### src/rtl/apb_requester.sv
// APB4 initiator: turns single-beat valid/ready commands into
// SETUP/ACCESS transfers and reports each completion on a one-cycle pulse.
//
// Ports:
//   clk, rst          - rising-edge clock, async active-low reset
//   cmd_valid/ready   - command handshake (ready only while idle)
//   cmd_write/addr/wdata/strb - command payload
//   rsp_valid         - one-cycle completion pulse
//   rsp_rdata/err/timeout - completion result, held between pulses
//   PSEL..PWDATA      - APB requester outputs
//   PRDATA/PREADY/PSLVERR - APB completer inputs
module apb_requester #(
  parameter int PADDR_SIZE     = 32,
  parameter int PDATA_SIZE     = 32,
  parameter int TIMEOUT_CYCLES = 256
) (
  input  logic                    clk,
  input  logic                    rst,

  input  logic                    cmd_valid,
  output logic                    cmd_ready,
  input  logic                    cmd_write,
  input  logic [PADDR_SIZE-1:0]   cmd_addr,
  input  logic [PDATA_SIZE-1:0]   cmd_wdata,
  input  logic [PDATA_SIZE/8-1:0] cmd_strb,

  output logic                    rsp_valid,
  output logic [PDATA_SIZE-1:0]   rsp_rdata,
  output logic                    rsp_err,
  output logic                    rsp_timeout,

  output logic                    PSEL,
  output logic                    PENABLE,
  output logic [PADDR_SIZE-1:0]   PADDR,
  output logic                    PWRITE,
  output logic [PDATA_SIZE/8-1:0] PSTRB,
  output logic [PDATA_SIZE-1:0]   PWDATA,
  input  logic [PDATA_SIZE-1:0]   PRDATA,
  input  logic                    PREADY,
  input  logic                    PSLVERR
);

  localparam int SW = PDATA_SIZE / 8;

  localparam bit TO_EN = (TIMEOUT_CYCLES > 0);

  localparam int CW =
    (TIMEOUT_CYCLES > 1) ? $clog2(TIMEOUT_CYCLES) : 1;

  // Counter value seen during the last allowed ACCESS cycle.
  localparam logic [CW-1:0] TO_LAST =
    TO_EN ? CW'(TIMEOUT_CYCLES - 1) : '0;

  typedef enum logic [1:0] {
    IDLE,
    SETUP,
    ACCESS
  } state_e;

  state_e                state_q, state_d;
  logic [PADDR_SIZE-1:0] paddr_q, paddr_d;
  logic                  pwrite_q, pwrite_d;
  logic [SW-1:0]         pstrb_q, pstrb_d;
  logic [PDATA_SIZE-1:0] pwdata_q, pwdata_d;
  logic [CW-1:0]         cnt_q, cnt_d;
  logic                  rsp_valid_q, rsp_valid_d;
  logic [PDATA_SIZE-1:0] rsp_rdata_q, rsp_rdata_d;
  logic                  rsp_err_q, rsp_err_d;
  logic                  rsp_to_q, rsp_to_d;

  logic                  to_hit;

  // Limit reached on this edge; PREADY still takes priority.
  assign to_hit = TO_EN && (cnt_q == TO_LAST);

  always_comb begin
    state_d     = state_q;
    paddr_d     = paddr_q;
    pwrite_d    = pwrite_q;
    pstrb_d     = pstrb_q;
    pwdata_d    = pwdata_q;
    cnt_d       = cnt_q;
    rsp_valid_d = 1'b0;
    rsp_rdata_d = rsp_rdata_q;
    rsp_err_d   = rsp_err_q;
    rsp_to_d    = rsp_to_q;

    unique case (state_q)
      IDLE: begin
        if (cmd_valid) begin
          paddr_d  = cmd_addr;
          pwrite_d = cmd_write;
          pstrb_d  = cmd_write ? cmd_strb  : '0;
          pwdata_d = cmd_write ? cmd_wdata : '0;
          state_d  = SETUP;
        end
      end

      SETUP: begin
        cnt_d   = '0;
        state_d = ACCESS;
      end

      ACCESS: begin
        if (PREADY) begin
          rsp_valid_d = 1'b1;
          rsp_rdata_d = pwrite_q ? '0 : PRDATA;
          rsp_err_d   = PSLVERR;
          rsp_to_d    = 1'b0;
          state_d     = IDLE;
        end else if (to_hit) begin
          rsp_valid_d = 1'b1;
          rsp_rdata_d = '0;
          rsp_err_d   = 1'b1;
          rsp_to_d    = 1'b1;
          state_d     = IDLE;
        end else if (TO_EN) begin
          cnt_d = cnt_q + CW'(1);
        end
      end

      default: begin
        state_d = IDLE;
      end
    endcase
  end

  always_ff @(posedge clk or negedge rst) begin
    if (!rst) begin
      state_q     <= IDLE;
      paddr_q     <= '0;
      pwrite_q    <= 1'b0;
      pstrb_q     <= '0;
      pwdata_q    <= '0;
      cnt_q       <= '0;
      rsp_valid_q <= 1'b0;
      rsp_rdata_q <= '0;
      rsp_err_q   <= 1'b0;
      rsp_to_q    <= 1'b0;
    end else begin
      state_q     <= state_d;
      paddr_q     <= paddr_d;
      pwrite_q    <= pwrite_d;
      pstrb_q     <= pstrb_d;
      pwdata_q    <= pwdata_d;
      cnt_q       <= cnt_d;
      rsp_valid_q <= rsp_valid_d;
      rsp_rdata_q <= rsp_rdata_d;
      rsp_err_q   <= rsp_err_d;
      rsp_to_q    <= rsp_to_d;
    end
  end

  // Bus strobes decode straight from the state register, so an
  // asynchronous reset drops them without waiting for a clock.
  assign cmd_ready   = (state_q == IDLE);
  assign PSEL        = (state_q != IDLE);
  assign PENABLE     = (state_q == ACCESS);
  assign PADDR       = paddr_q;
  assign PWRITE      = pwrite_q;
  assign PSTRB       = pstrb_q;
  assign PWDATA      = pwdata_q;
  assign rsp_valid   = rsp_valid_q;
  assign rsp_rdata   = rsp_rdata_q;
  assign rsp_err     = rsp_err_q;
  assign rsp_timeout = rsp_to_q;

endmodule
### config.mk
export PLATFORM = sky130hd
export DESIGN_NAME = apb_requester
export DESIGN_NICKNAME = d
export VERILOG_FILES = /design/src/rtl/apb_requester.sv
export SDC_FILE = /design/constraint.sdc
export NUM_CORES = 1
export LEC_CHECK = 0
export BUFFER_PORTS_ARGS = -buffer_cell sky130_fd_sc_hd__buf_2
export CAP_MARGIN = 20
export CORE_AREA = 10 10 124 115
export DETAILED_ROUTE_END_ITERATION = 16
export DIE_AREA = 0 0 134 125
export HOLD_SLACK_MARGIN = 0.06
export PLACE_DENSITY = 0.72
export SLEW_MARGIN = 20
export SYNTH_ARGS = -nofsm -noshare
export SYNTH_HDL_FRONTEND = slang
export SYNTH_SLANG_ARGS = --single-unit
### constraint.sdc
create_clock -name clk -period 1.45 [get_ports clk]
set_input_delay 0.0725 -clock clk [delete_from_list [all_inputs] [get_ports clk]]
set_output_delay 0.0725 -clock clk [all_outputs]
set_load 0.03 [all_outputs]
After elaboration in Yosys (flattened, before gate mapping). Cells that the tools add are included. Widths: inputs -> output; s select.

Input port bits: 106. Bits in registers: 114. Word-level logic and storage cells: 44. Output and inout port bits: 107.

Eq/ne operators: 7. $add $sub $neg: 1. Multiplexer cells: 18. Reduce and logical (&&, ||, !) cells: 8.

Operators by type and width (count): $mux 32 (4); $mux 8 (2); $pmux 8 s2 (1); $add 8x1->8 const B (1); $eq 8x8->1 const B (1); $mux 1 (6); $mux 2 (3); $ne 2x2->1 const B (3); $pmux 2 s3 (1); $reduce_and 2->1 (3); $reduce_bool 2->1 (3); $mux 4 (1); $ne 3x1->1 const B (1); $reduce_and 3->1 (1); $eq 2x1->1 const B (1); $eq 2x2->1 const B (1); $logic_not 2->1 (1).

Logic depth before layout (Yosys ltp).
Depth after elaboration: 4. Depth in mapped cells: 7.

Least setup slack after synthesis. Ideal clock, no wire load.

Path type: reg-to-reg. Start: register state_q[0]. End: register paddr_q[23], in the netlist PADDR[23]. Path buffers: 2. Slack: -0.342 ns. Arrival: 1.667 ns. Clock period less this slack: 1.792 ns. Cell stages (with the launch flop): 7. Cells stage by stage: dfrtp_1 -> inv_1 -> ha_1 -> nand2_1 -> buf_2 -> buf_2 -> mux2_2.

Longest elaborated chain between the ends: 2.

RTL lines: start: declaration (RTL line 60) `state_e state_q, state_d;`; start signal: assignment (RTL line 141) `state_q <= state_d;`; $logic_not 2->1; via cmd_ready (RTL line 21) `output logic cmd_ready,`; $reduce_and 2->1 (no line); end signal: assignment (RTL line 142) `paddr_q <= paddr_d;`; end: declaration (RTL line 61) `logic [PADDR_SIZE-1:0] paddr_q, paddr_d;`.

The timed path passes the listed nets, and every way through them passes these cells. A chain may end at the register's enable or synchronous reset.

Worst setup path in the final report.
Start: register state_q[1]. End: output PENABLE.

Longest elaborated chain between the ends: 1.

RTL lines: $eq 2x2->1 (RTL line 158) `assign PENABLE = (state_q == ACCESS);`; end: declaration (RTL line 33) `output logic PENABLE,`.

No other way between the ends.

==> summary by stage <==
Worst hold path
The worst hold endpoint is state_q[1]. The tightest min-delay check is of the input port to flip-flop type. The beginning of the worst hold path is cmd_valid.

The number of stages on the worst hold path is 3.

Synthesis
The number of warnings reported in the yosys synthesis log is 0. The average cell area after synthesis is 12.07 um2. In this run, distinct cell masters in the synthesized netlist total 35. Counting flops with a built-in enable in the synthesized netlist gives 0. The commonest register cell after synthesis is sky130_fd_sc_hd__dfrtp_1. The net count after synthesis is 488. In this run the cell area of the synthesized design comes to 4549 um2. Yosys attributes the largest share of cell area to sky130_fd_sc_hd__dfrtp_1 63%, sky130_fd_sc_hd__mux2_2 8.2%, sky130_fd_sc_hd__nand2_1 6.5%, sky130_fd_sc_hd__a22o_1 6.2%, sky130_fd_sc_hd__o21ai_0 4.2%. The total of flip-flops plus latches after synthesis is 114.

The sequential element share of the synthesized area is 62.71%. Yosys instantiated no cell more often than sky130_fd_sc_hd__dfrtp_1. The share of flip-flops with an asynchronous set or reset after synthesis is 100.0%. The count of mapped cells out of synthesis is 377.

Counting instances in the post-synthesis netlist gives the leading cell types as 114 x sky130_fd_sc_hd__dfrtp_1, 79 x sky130_fd_sc_hd__nand2_1, 38 x sky130_fd_sc_hd__o21ai_0. The biggest area contributor in the post-synthesis netlist is sky130_fd_sc_hd__dfrtp_1. The top cell type by area accounts for 62.71% of the synthesized area.

Finish
At the end of the flow, the number of nets in the layout was 827. The layout cell share with drive strength beyond 1 is 46.50%. The final-layout fill cell count is 840. Across the whole layout, storage elements account for 2853 um2. The multi-input logic area is 1649 um2. The signed area change from the synthesized netlist to the final layout is 73.90%.

The final design area excluding fillers is 7911 um2. The count of cells in the finished layout, fillers not included, comes to 893. The share of the core filled with cells in the final layout is 67.37%.

Die
The region available for standard cell placement spans 11740 um2. The floorplan step set the die width to 134 um. 213 I/O pins were placed. The die outline height is 125 um. Row generation in the floorplan step produced 38 rows.

The initial core utilization is 38.74%. The die area is 16750 um2.

Global routing
The global-route usage over all layers is 18.69%. The total overflow left after global routing is 0. The first global-routing pass estimated 24870 um of wire. The initial antenna violation count came to 4. The largest net degree at the start of global routing is 115. The number of global-route vias before repair came to 4723.

Power
The worst-case vdd ir drop is 1.728 mV. Dividing total power by cell area gives a power density of 2239 nW/um2. Total power for the finished layout comes to 17710 uW. The static power due to leakage is 0.003943 uW.

Placement
The number of I/O port buffers is 212. The congestion estimate from routability-driven global placement came to 0.7912. The number of placed cells counting well taps is 745. At the placement stage, the worst setup path has a slack of -0.05007 ns. The detailed placement HPWL is 9749 um. Once placement finished, the instance area stood at 5953 um2.

Clock tree
TritonCTS created 17 clock buffers. The buffer depth of the longest clock path is 2. CTS built an H-tree with a depth of 4. The TritonCTS clock tree is yes. The tree built by TritonCTS fans out to 114 sinks. The clock-pin transition on the worst setup and hold timing paths is 0.05 ns. The buffer cell driving the clock tree root is sky130_fd_sc_hd__clkbuf_16.

For the worst-skew pair, the clock arrives at the later sink with an insertion delay of 0.43 ns.

Route
In the final routed layout, each cell accounts on average for 18.10 um. The detailed-route vias per instance is 4.829. For this block, the via count after detailed routing is 4312.

The post-detailed-route count of antenna-violating nets is 0. The number of iterations in the first detailed-routing pass is 4. Summed over all layers, the routed wires come to 16170 um. After detailed routing, the number of remaining DRC violations is 0.

The first routing iteration left 298 violations.

Critical path
In this run the critical register-to-register path is launched from state_q[1]. At the worst endpoint, the arrival time is 1.38 ns. Across all register-to-register paths, the minimum setup slack is -0.005 ns. At the worst endpoint, the required time is 1.38 ns.

The startpoint kind of the worst setup timing path is a flip-flop. The end of the worst register-to-register path is rsp_rdata[0]. The worst setup path is of the flip-flop to output pin kind. STA classifies the critical path endpoint as an output pin. The worst reg2reg path depth is 7.

Along the worst path, the maximum fanout reaches 11.

STA
The count of final max-slew check failures came to 0. The post-layout worst setup margin is -0.004874 ns. Setup repair after global routing could not meet its margin everywhere. The worst pin sits at a relative slew slack of 55.07%. Of the available clock period, the critical path in the final layout requires 100.3%. Based on the critical path, the design can be clocked at up to 687.3 MHz. The slew at the pin closest to its max-slew limit is 0.6739 ns. The count of final hold-check violations is 0.

The routed design could run at a clock period as short as 1.455 ns. The worst clock skew is 0.007831 ns. The number of failing setup endpoints in the final timing report is 1.

Run status
The run finished, with violations left. The final reports fail on setup timing.

Flow run
Max-cap violations in this run came to 0.
what timing repair did:
item / in CTS / in global routing
gates resized for setup: 10 / 45
endpoints found under the hold margin: 217 / 0
hold buffers: 103 / 0
cloned: 0 / 7
setup buffers: 2 / 1
pin swaps: 1 / 1
endpoints found under the setup margin: 36 / 78
worst max-delay path by stage:
stage,start,to,slack (ns),cells past startpoint
after floorplan,state_q[0],state_q[0],-0.08,5
after global placement,cnt_q[0],rsp_rdata[25],-0.008,6
after detailed placement,cnt_q[0],cnt_q[6],-0.05,5
after CTS,state_q[1],PENABLE,-0.02,4
after global routing,state_q[0],PENABLE,-0.06,4
final,state_q[1],PENABLE,-0.005,4
stage by stage:
step                hold slack (ns)   TNS (ns)
global route                 0.1292     -2.609
floorplan                   -0.2231    -0.1531
finish                       0.1435  -0.004874
CTS                         0.07637   -0.02238
detailed placement           0.2083     -1.235
global placement             0.1934    -0.1651
metal layers:
| layer | wire length [um] | global-route usage, % | vias up |
|---|---|---|---|
| met2 | 8405 | 32.11 | 191 |
| met4 | 478 | 8.317 | 0 |
| li1 | - | - | 1998 |
| met3 | 1321 | 8.727 | 40 |
| met1 | 5963 | 19.06 | 2083 |
| met5 | 0 | 0 | - |
critical path, stage by stage, from the launching register on:
cell and delay (ns):
sky130_fd_sc_hd__dfrtp_1 0.40, sky130_fd_sc_hd__buf_6 0.13, sky130_fd_sc_hd__ha_4 0.15, sky130_fd_sc_hd__buf_6 0.14, sky130_fd_sc_hd__buf_6 0.14
state kept, by name (all words and copies together), names as in the netlist:
name,flops
PADDR,32
PSTRB,4
PWRITE,1
cnt_q,8
rsp_valid,1
PWDATA,32
state_q,2
rsp_rdata,32
rsp_err,1
rsp_timeout,1
layout by cell type, fill, tap and decap left out, types with 5 or more instances in the layout:
master and instances:
sky130_fd_sc_hd__buf_2 208, sky130_fd_sc_hd__dfrtp_1 114, sky130_fd_sc_hd__dlygate4sd3_1 103, sky130_fd_sc_hd__nand2_1 71
sky130_fd_sc_hd__mux2_2 33, sky130_fd_sc_hd__a22o_1 32, sky130_fd_sc_hd__clkbuf_16 24, sky130_fd_sc_hd__o21ai_1 19
sky130_fd_sc_hd__buf_4 15, sky130_fd_sc_hd__o21ai_0 14, sky130_fd_sc_hd__nand4_1 6, sky130_fd_sc_hd__o21ai_2 6
sky130_fd_sc_hd__nand2_2 6, sky130_fd_sc_hd__a21oi_1 6, sky130_fd_sc_hd__buf_6 6, sky130_fd_sc_hd__inv_1 5
sky130_fd_sc_hd__clkinvlp_4 5, sky130_fd_sc_hd__buf_12 5
power by group:
| part | internal [uW] | switching, uW | leakage (uW) |
|---|---|---|---|
| Sequential | 4540 | 769 | 0.00145 |
| Combinational | 3040 | 5090 | 0.00221 |
| Clock | 2710 | 1560 | 0.000282 |
logic make-up (layout without fill, tap and decap cells):
group | Yosys count | count (layout) | synth area share (%)
flops | 114 | 114 | 62.71
simple gates | 101 | 101 | 9.544
compound gates | 89 | 89 | 14.00
mux | 35 | 35 | 8.828
buf+inv | 33 | 385 | 3.548
fa+ha+maj | 5 | 5 | 1.375
other cells | 0 | 4 | 0
final cells by class:
type,count,share of cell area (%)
inverter,7,0.3321
timing repair buffer,346,32.39
multi-input combinational,230,20.84
clock inverter,15,2.341
clock buffer,17,5.377
antenna,4,0.1265
tap,160,2.530
sequential,114,36.06
(Power assumes the default switching activity.)
